$ cat config.mk
export PLATFORM = sky130hd
export DESIGN_NAME = display_arbiter
export DESIGN_NICKNAME = d
export VERILOG_FILES = /design/src/rtl/display_arb_pkg.sv /design/src/rtl/display_arbiter_rr_pick.sv /design/src/rtl/display_arbiter.sv
export SDC_FILE = /design/constraint.sdc
export NUM_CORES = 1
export LEC_CHECK = 0
export ABC_CLOCK_PERIOD_IN_PS = 5800
export CAP_MARGIN = 15
export CORE_AREA = 2 2 125 127
export CTS_CLUSTER_DIAMETER = 60
export DETAILED_ROUTE_END_ITERATION = 16
export DIE_AREA = 0 0 127 129
export PLACE_DENSITY = 0.53
export SKIP_LAST_GASP = 1
export SYNTH_ARGS = -nofsm -noshare
export SYNTH_HDL_FRONTEND = slang
export SYNTH_SLANG_ARGS = --single-unit
$ cat constraint.sdc
create_clock -name clk -period 5.8 [get_ports clk]
set_input_delay 1.16 -clock clk [delete_from_list [all_inputs] [get_ports clk]]
set_output_delay 1.16 -clock clk [all_outputs]
set_load 0.1 [all_outputs]
$ cat src/rtl/display_arb_pkg.sv
// Shared types and defaults for the display arbiter.
package display_arb_pkg;

  typedef enum logic [1:0] {
    IDLE   = 2'd0,
    OWNED  = 2'd1,
    LINGER = 2'd2
  } arb_state_t;

  // Defaults for a 50 MHz clock: 1 s minimum hold, 4 s slice.
  localparam int unsigned DEF_HOLD_CYCLES    = 50_000_000;
  localparam int unsigned DEF_QUANTUM_CYCLES = 200_000_000;
  localparam int unsigned DEF_CNT_W          = 28;

  // Requester slot assignment on the display path.
  localparam int unsigned REQ_ACCESS = 0;
  localparam int unsigned REQ_GAME   = 1;
  localparam int unsigned REQ_SCORE  = 2;

endpackage

$ cat src/rtl/display_arbiter_rr_pick.sv
// Round-robin picker: first requester at or above ptr (wrapping) that is not excluded.
module rr_pick #(
  parameter int unsigned NUM_REQ = 3,
  parameter int unsigned IDX_W   = $clog2(NUM_REQ)
) (
  input  logic [NUM_REQ-1:0] req,
  input  logic [IDX_W-1:0]   ptr,
  input  logic [NUM_REQ-1:0] excl,
  output logic [IDX_W-1:0]   idx,
  output logic               found
);

  int unsigned      cand;
  logic [IDX_W-1:0] cand_idx;

  // Scan NUM_REQ slots starting at ptr; the first eligible one wins.
  always_comb begin
    idx      = '0;
    found    = 1'b0;
    cand     = 0;
    cand_idx = '0;
    for (int unsigned k = 0; k < NUM_REQ; k++) begin
      cand = 32'(ptr) + k;
      if (cand >= NUM_REQ) cand = cand - NUM_REQ;
      cand_idx = IDX_W'(cand);
      if (!found && req[cand_idx] && !excl[cand_idx]) begin
        found = 1'b1;
        idx   = cand_idx;
      end
    end
  end

endmodule

$ cat src/rtl/display_arbiter.sv
// Time-shares the 7-segment display word between requesters with round-robin
// grant, a minimum on-screen hold and optional time-slice preemption.
module display_arbiter
  import display_arb_pkg::*;
#(
  parameter int unsigned NUM_REQ        = 3,
  parameter int unsigned DATA_W         = 32,
  parameter int unsigned HOLD_CYCLES    = DEF_HOLD_CYCLES,
  parameter int unsigned QUANTUM_CYCLES = DEF_QUANTUM_CYCLES,
  parameter int unsigned CNT_W          = DEF_CNT_W
) (
  input  logic                        clk,
  input  logic                        rst,
  input  logic [NUM_REQ-1:0]          req,
  input  logic [NUM_REQ*DATA_W-1:0]   req_data,
  output logic [NUM_REQ-1:0]          gnt,
  output logic [DATA_W-1:0]           disp_data,
  output logic                        disp_valid,
  output logic [$clog2(NUM_REQ)-1:0]  owner
);

  localparam int unsigned IDX_W = $clog2(NUM_REQ);

  arb_state_t          state_q, state_d;
  logic [NUM_REQ-1:0]  gnt_d;
  logic [DATA_W-1:0]   data_d;
  logic                valid_d;
  logic [IDX_W-1:0]    owner_d;
  logic [IDX_W-1:0]    ptr_q, ptr_d;
  logic [CNT_W-1:0]    cnt_q, cnt_d, cnt_inc;
  logic [IDX_W-1:0]    pick_idx;
  logic                pick_found;
  logic                take;
  logic                hold_done;
  logic                quantum_up;
  logic [DATA_W-1:0]   words [NUM_REQ];

  // Unpack the flat requester bus into one word per requester.
  for (genvar i = 0; i < NUM_REQ; i++) begin : g_words
    assign words[i] = req_data[i*DATA_W +: DATA_W];
  end

  // Current owner is excluded so a preemption always moves to someone else.
  rr_pick #(
    .NUM_REQ (NUM_REQ),
    .IDX_W   (IDX_W)
  ) u_pick (
    .req   (req),
    .ptr   (ptr_q),
    .excl  (gnt),
    .idx   (pick_idx),
    .found (pick_found)
  );

  // Saturating so a long hold never wraps back under the hold threshold.
  assign cnt_inc    = (&cnt_q) ? cnt_q : cnt_q + CNT_W'(1);
  assign hold_done  = (cnt_q >= CNT_W'(HOLD_CYCLES));
  assign quantum_up = (QUANTUM_CYCLES != 0) && (cnt_q >= CNT_W'(QUANTUM_CYCLES));

  // Next-state and next-output logic.
  always_comb begin
    state_d = state_q;
    gnt_d   = gnt;
    data_d  = disp_data;
    owner_d = owner;
    ptr_d   = ptr_q;
    cnt_d   = cnt_q;
    take    = 1'b0;
    unique case (state_q)
      IDLE: begin
        gnt_d = '0;
        take  = pick_found;
      end
      OWNED: begin
        cnt_d = cnt_inc;
        if (!req[owner]) begin
          if (hold_done) begin
            state_d = IDLE;
            gnt_d   = '0;
          end else begin
            state_d = LINGER;
          end
        end else if (quantum_up && pick_found) begin
          take = 1'b1;
        end else begin
          data_d = words[owner];
        end
      end
      LINGER: begin
        cnt_d = cnt_inc;
        if (req[owner]) begin
          state_d = OWNED;
        end else if (hold_done) begin
          state_d = IDLE;
          gnt_d   = '0;
        end
      end
      default: begin
        state_d = IDLE;
        gnt_d   = '0;
      end
    endcase
    if (take) begin
      state_d         = OWNED;
      gnt_d           = '0;
      gnt_d[pick_idx] = 1'b1;
      owner_d         = pick_idx;
      data_d          = words[pick_idx];
      cnt_d           = CNT_W'(1);
      ptr_d           = (pick_idx == IDX_W'(NUM_REQ - 1)) ? '0 : pick_idx + IDX_W'(1);
    end
    valid_d = |gnt_d;
  end

  // State, counter, pointer and output registers.
  always_ff @(posedge clk or negedge rst) begin
    if (!rst) begin
      state_q    <= IDLE;
      gnt        <= '0;
      disp_data  <= '0;
      disp_valid <= 1'b0;
      owner      <= '0;
      ptr_q      <= '0;
      cnt_q      <= '0;
    end else begin
      state_q    <= state_d;
      gnt        <= gnt_d;
      disp_data  <= data_d;
      disp_valid <= valid_d;
      owner      <= owner_d;
      ptr_q      <= ptr_d;
      cnt_q      <= cnt_d;
    end
  end

endmodule

==> out/metrics.csv <==
metric,value,unit
status,finished clean,
min cycle time layout,3.76,ns
Placed Area,5950,sq um
setup TNS,0,ns
Post-Route Utilization,41.8,%
Final setup viols,0,
Vias/cell,5.11,
"Primary FF master, synth",dfrtp_1,
Slew @ Worst Pin,1.09,ns
"Seq/Total Area, Yosys",39.6,%
Worst EP arrival,4.02,ns
fillers,1426,
core region area,15000,sq um
area grow syn2layout,41.5,%
RSZ-0062 raised after global routing,no,
Setup CP Type,in2reg,
Total Routing Usage GR,16.7,%
startpoint types,primary input,
Final WS setup,2.04,ns
clock root cell,clkbuf_16,
Max Root-Sink Buffers,2,
drt initial violations,153,
YS warnings,0,
initial antenna violation count,0,
Worst R2R Setup Slack,2.22,ns
Hold Fails Final Rpt,0,
post-cts resize count,0,
CTS Hold Bufs,0,
Max Fclk,0.266,GHz
Die Y,129,um
IO Port Bufs,138,
clock sink count,70,
CTS tree,built,
post-synth cell types,57,
num rows,45,
"delay-heaviest family, CP",simple AND/OR/NAND/NOR gates,
Skew-Pair Late Insertion Delay,0.35,ns
post-DP HPWL,9.34,mm
clk slew on worst S/H paths,0.05,ns
grt ovf,0,
first-pass GRT wire length,21.5,mm
Vias,3996,
worst r2r path cells,7,
Buf/Inv on CP,1,
post-route cell area,6250,sq um
Clock Skew,0.00636,ns
dpl ws,1.67,ns
largest area contributor in the synthesized netlist,dfrtp_1,
Syn Nets,569,
Critical Path Start,req[1],
crit path to,disp_data[17]$_DFFE_PN0P_,
largest net degree at the start of global routing,45,
Initial Util,29.5,%
Post-synth EDFFs,0,
DR WL/cell,17.2,um
Post-CTS Setup Bufs,0,
critical-path cell list,"clkdlybuf4s50_1, nor2b_2, nor3b_1, nand3b_1, and2_1, mux2i_4, a221oi_1, o2bb2ai_1",
CTS H-tree depth,3,
Synth area leaders,"dfrtp_1 (40%), a221oi_2 (6.8%), nor2_1 (6.7%), o2bb2ai_1 (3.8%), xor2_1 (2.8%)",
register bit total from synthesis,70,
CP endpoint kind,register,
CP Depth,8,
reg-to-reg endpoint,disp_data[17]$_DFFE_PN0P_,
GPL Wtd Cong,0.827,
HP Start,disp_data[5]$_DFFE_PN0P_,
Synth Cell Area,4420,sq um
Crit path largest cell delay,0.93,ns
Detailed Routing Iterations Pass 1,5,
final WL,13.5,mm
Post-synth ARST share,100,%
DRC,0,
number of max-cap violations,0,
CP max stage cell,mux2i_4,
Final nets,700,
Hold WC Path Type,reg2reg,
Ports,139,
final slew viol count,0,
syn avg cell area,9.61,sq um
slew margin rel.,25.8,%
CTS buffer count,9,
Ant. Diodes,0,
layout cells sized above 1,11.4,%
vias in the first global route,4061,
Mapped Cells,460,
Crit path required time,6.06,ns
Worst Path Max Fanout,24,
Yosys top cell area share,39.6,%
die area,16400,sq um
Reg-to-Reg Start,owner[0]$_DFFE_PN0P_,
post-route antenna net violation count,0,
die width,127,um
period utilization,64.9,%
==> worst min path at each step <==
stage                                      endpoint  depth (start not counted)  slack [ns]
after floorplan               cnt_q[23]$_DFFE_PN0P_                          2        0.52
after global placement    disp_data[16]$_DFFE_PN0P_                          2        0.52
after detailed placement   disp_data[5]$_DFFE_PN0P_                          2        0.53
after CTS                  disp_data[5]$_DFFE_PN0P_                          2        0.54
after global routing       disp_data[5]$_DFFE_PN0P_                          2        0.56
final                      disp_data[5]$_DFFE_PN0P_                          2        0.54
==> per-layer routing <==
| metal | global-route usage, % | vias up | wire length [um] |
|---|---|---|---|
| met5 | 0 | - | 0 |
| met4 | 6.85 | 0 | 219 |
| met3 | 3.74 | 16 | 786 |
| met2 | 27.4 | 120 | 6280 |
| met1 | 21.4 | 1919 | 6170 |
| li1 | - | 1941 | - |
==> sequential cells by signal (all words and copies together), names as in the netlist <==
name        cells
cnt_q          28
ptr_q           2
disp_valid      1
owner           2
state_q         2
disp_data      32
gnt             3
==> metrics by stage <==
stage / hold slack, ns / cells
after floorplan: 0.520 / 460
after global placement: 0.516 / 766
after detailed placement: 0.531 / 766
after CTS: 0.543 / 780
after global routing: 0.556 / 782
final: 0.537 / 782
==> cells by family after synthesis <==
group,after synthesis,share of synthesized area [%]
AO/OA/AOI/OAI,123,25.3
buffers and inverters,43,4.64
adder cells (fa/ha/maj),8,2.26
XOR/XNOR,23,4.56
AND/OR/NAND/NOR,172,18.4
flip-flops,70,39.6
multiplexers,21,5.15
==> Yosys cell counts, types with 9 or more instances <==
| library cell | number |
|---|---|
| a31oi_1 | 16 |
| xor2_1 | 14 |
| mux2i_1 | 11 |
| a221oi_2 | 20 |
| o21ai_0 | 13 |
| o2bb2ai_1 | 19 |
| nand2_1 | 27 |
| a21oi_1 | 20 |
| dfrtp_1 | 70 |
| xnor2_1 | 9 |
| nor2_1 | 79 |
| nand3_1 | 16 |
| inv_1 | 18 |
==> layout by cell type, fill, tap and decap left out, types with 9 or more instances in the layout <==
cell,netlist,final
a21oi_1,20,20
a221oi_2,20,20
a31oi_1,16,16
clkbuf_16,0,9
clkdlybuf4s50_1,0,137
dfrtp_1,70,70
inv_1,18,18
mux2i_1,11,11
nand2_1,27,27
nand3_1,16,16
nor2_1,79,79
o21ai_0,13,13
o2bb2ai_1,19,19
xnor2_1,9,9
xor2_1,14,14
==> worst register-to-register path, stage by stage, from the launching register on <==
cell and delay, ns:
dfrtp_1 0.76, nor2b_1 0.86, o2bb2ai_4 0.23, a21o_4 0.20, o211ai_4 0.15, mux2i_4 0.90
a221oi_1 0.21, o2bb2ai_1 0.20
==> area by class of cell <==
class | instances | area, sq um | area share [%]
multi-input cells | 347 | 2480 | 39.7
repair buffers | 145 | 1460 | 23.4
well taps | 188 | 235 | 3.76
inverters | 18 | 67.6 | 1.08
clock buffers | 12 | 246 | 3.94
flip-flops and latches | 70 | 1750 | 28.0
clock inverters | 2 | 10.0 | 0.160
Power is left out: the tool's default activity adds up to more than one toggle a clock period on the data nets, which glitch-free logic cannot reach.
==> variant (config.mk and constraints unchanged) <==
The 3 states of `arb_state_t` get a one-hot encoding in 3 bits.
--- a/src/rtl/display_arb_pkg.sv
+++ b/src/rtl/display_arb_pkg.sv
@@ -1,10 +1,10 @@
 // Shared types and defaults for the display arbiter.
 package display_arb_pkg;
 
-  typedef enum logic [1:0] {
-    IDLE   = 2'd0,
-    OWNED  = 2'd1,
-    LINGER = 2'd2
+  typedef enum logic [2:0] {
+    IDLE   = 3'b001,
+    OWNED  = 3'b010,
+    LINGER = 3'b100
   } arb_state_t;
 
   // Defaults for a 50 MHz clock: 1 s minimum hold, 4 s slice.
Check against the original RTL: no difference found for any inputs over 10 cycles, from zero or initial values and one cycle with rst low; not proved beyond that.
==> variant against the original RTL <==
- register-to-register slack worse by 260 ps
- largest cell class unchanged
- routed wire length is 27% higher
- global-route usage is 4.6 points higher
- setup slack worse by 100 ps
- design area is 14% higher
- via count is 27% higher
- utilization is 5.7 points higher
- sequential cell count is 1 higher
- clock skew hardly changed
- synthesized area is 23% higher
==> variant: results (changes against the original RTL) <==
Place
  – IO Port Bufs: 138 (unchanged)
  – Hpwl dp: 11.9 mm (+27%)
  – Gpl congestion: 0.854 (+3.2%)
  – Dpl ws: 1600 ps (-64.0 ps)

Yosys
  – Commonest cells in the netlist: 70 x dfrtp_1, 53 x mux2i_1, 52 x nor2_1, 30 x nand2_1, 27 x o21ai_0
  – Top cells by area, synth: dfrtp_1 32%, mux2i_1 9.8%, mux2_2 3.7%
  – Synth cell types: 70 (+23%)
  – Synth Warn #: 0 (unchanged)
  – Seq/Total Area, Yosys: 32.8% (-6.9 points)
  – Post-synth ARST share: 100% (unchanged)
  – Syn_nets: 686 (+21%)

Min path
  – Min-Delay Path Depth: 1 (-1)
  – Hold Path Class: reg -> reg
  – Hold_sp: ptr_q[1]
  – WHS Endpoint: ptr_q[1]

Setup path
  – Slowest-stage cell, CP: clkdlybuf4s50_1
  – Reg2reg start: owner[0]
  – R2r endpoint: disp_data[9]
  – Critical path arrival: 4050 ps (+30 ps)
  – R2R depth: 8 (+1)
  – CP peak stage delay: 520 ps (-410 ps)
  – Critical path's top delay family: compound AO/OA/AOI/OAI gates
  – CP max FO: 22 (-8.3%)
  – Worst R2R Setup Slack: 1960 ps (-260 ps)

Layout
  – Number of diodes: 0 (unchanged)
  – FILL cells: 1,398 (-2.0%)
  – Layout cell share with drive strength beyond 1: 11.2% (-0.21 points)
  – Final nets: 795 (+14%)
  – Top flop regs: disp_data: 32 flops, cnt_q: 28 flops

CTS
  – Max clock buf depth: 2 (unchanged)
  – CTS H-tree lvls: 3 (unchanged)
  – CTS Buf Count: 9 (unchanged)
  – Clk_lat worst skew: 340 ps
  – Setup Buffers After CTS: 0 (unchanged)
  – Root buf cell: clkbuf_16

Status
  – Status: finished, final reports clean

Timing
  – Final hold slack: 535 ps (-2.12 ps)
  – Clock Skew: 6.69 ps (+0.330 ps)
  – Slew @ Worst Pin: 1080 ps (-11.2 ps)

Global route
  – Pin count of the biggest net entering global routing: 48 (+6.7%)
  – Vias in the first global route: 5,158 (+27%)
  – Initial antenna violation count: 0 (unchanged)
  – Gr usage total: 21.2% (+4.6 points)
  – First-pass GRT wire length: 27.6 mm (+28%)

Drt
  – Detailed Route Iter0 Violations: 330 (+120%)
  – First-pass DRT Iterations: 7 (+2)
  – Wire length per cell: 19.4 um (+13%)
  – Drt via density: 5.76 (+13%)

Power and ir drop
  – Worst vdd ir: 0.290 mV
  – Static leakage: 2.85 nW
  – Sw Share: 56.6%
-- variant: changes by cell type in the layout (fill, tap and decap cells not counted), sizes merged, moves of 12 or more --
cell,change
mux2,+12
o2bb2ai,-24
a221oi,-24
a21oi,-12
nor2,-26
mux2i,+41
o21ai,+25
-- variant: metrics by stage --
stage	instances	power [W]	instance area, um2
finish	882	0.00468	7100
global route	882	0.00497	7100
CTS	882	0.00472	7100
detailed placement	866	0.00416	6820
global placement	866	0.00413	6820
floorplan	580	0.00344	5430
-- variant: power groups by stage --
stage	combinational, W	clock (W)	sequential (W)
3_3_place_gp	0.00331	0	0.000822
2_1_floorplan	0.00174	0	0.00170
5_1_grt	0.00356	0.000575	0.000837
4_1_cts	0.00334	0.000552	0.000821
6_report	0.00333	0.000534	0.000817
3_5_place_dp	0.00333	0	0.000827
-- variant: kinds of logic (layout without fill, tap and decap cells) --
group | after synthesis | in the layout | synth area share, %
adder cells (fa/ha/maj) | 5 | 5 | 1.15
flip-flops | 71 | 71 | 32.8
AO/OA/AOI/OAI | 143 | 143 | 21.5
multiplexers | 74 | 74 | 14.3
XOR/XNOR | 26 | 26 | 4.20
buffers and inverters | 69 | 183 | 6.73
AND/OR/NAND/NOR | 192 | 192 | 19.3
-- variant: area by class of cell --
cell class / instances / share of cell area [%]
flip-flops and latches: 71 / 25.1
inverters: 21 / 1.11
clock buffers: 10 / 3.37
repair buffers: 146 / 20.2
well taps: 188 / 3.31
multi-input cells: 440 / 46.3
clock inverters: 6 / 0.634
-- variant: worst max path at each step --
stage          startpoint       endpoint  slack [ps]
4_1_cts          owner[0]  disp_data[22]        1920
6_report           req[2]   disp_data[9]        1940
5_1_grt          owner[0]   disp_data[9]        1600
2_1_floorplan    owner[0]   disp_data[0]        3060
3_5_place_dp       req[2]  disp_data[22]        1600
3_3_place_gp       req[2]   disp_data[5]        1630
-- variant: per-layer routing --
layer	track usage (%)	part of all wire (%)	up-vias	routed length [um]
li1	-	-	2395	-
met5	0	0	-	0
met1	28.7	46	2493	7930
met2	33.9	46	166	7880
met3	3.62	5.7	23	972
met4	8.79	2.0	0	336
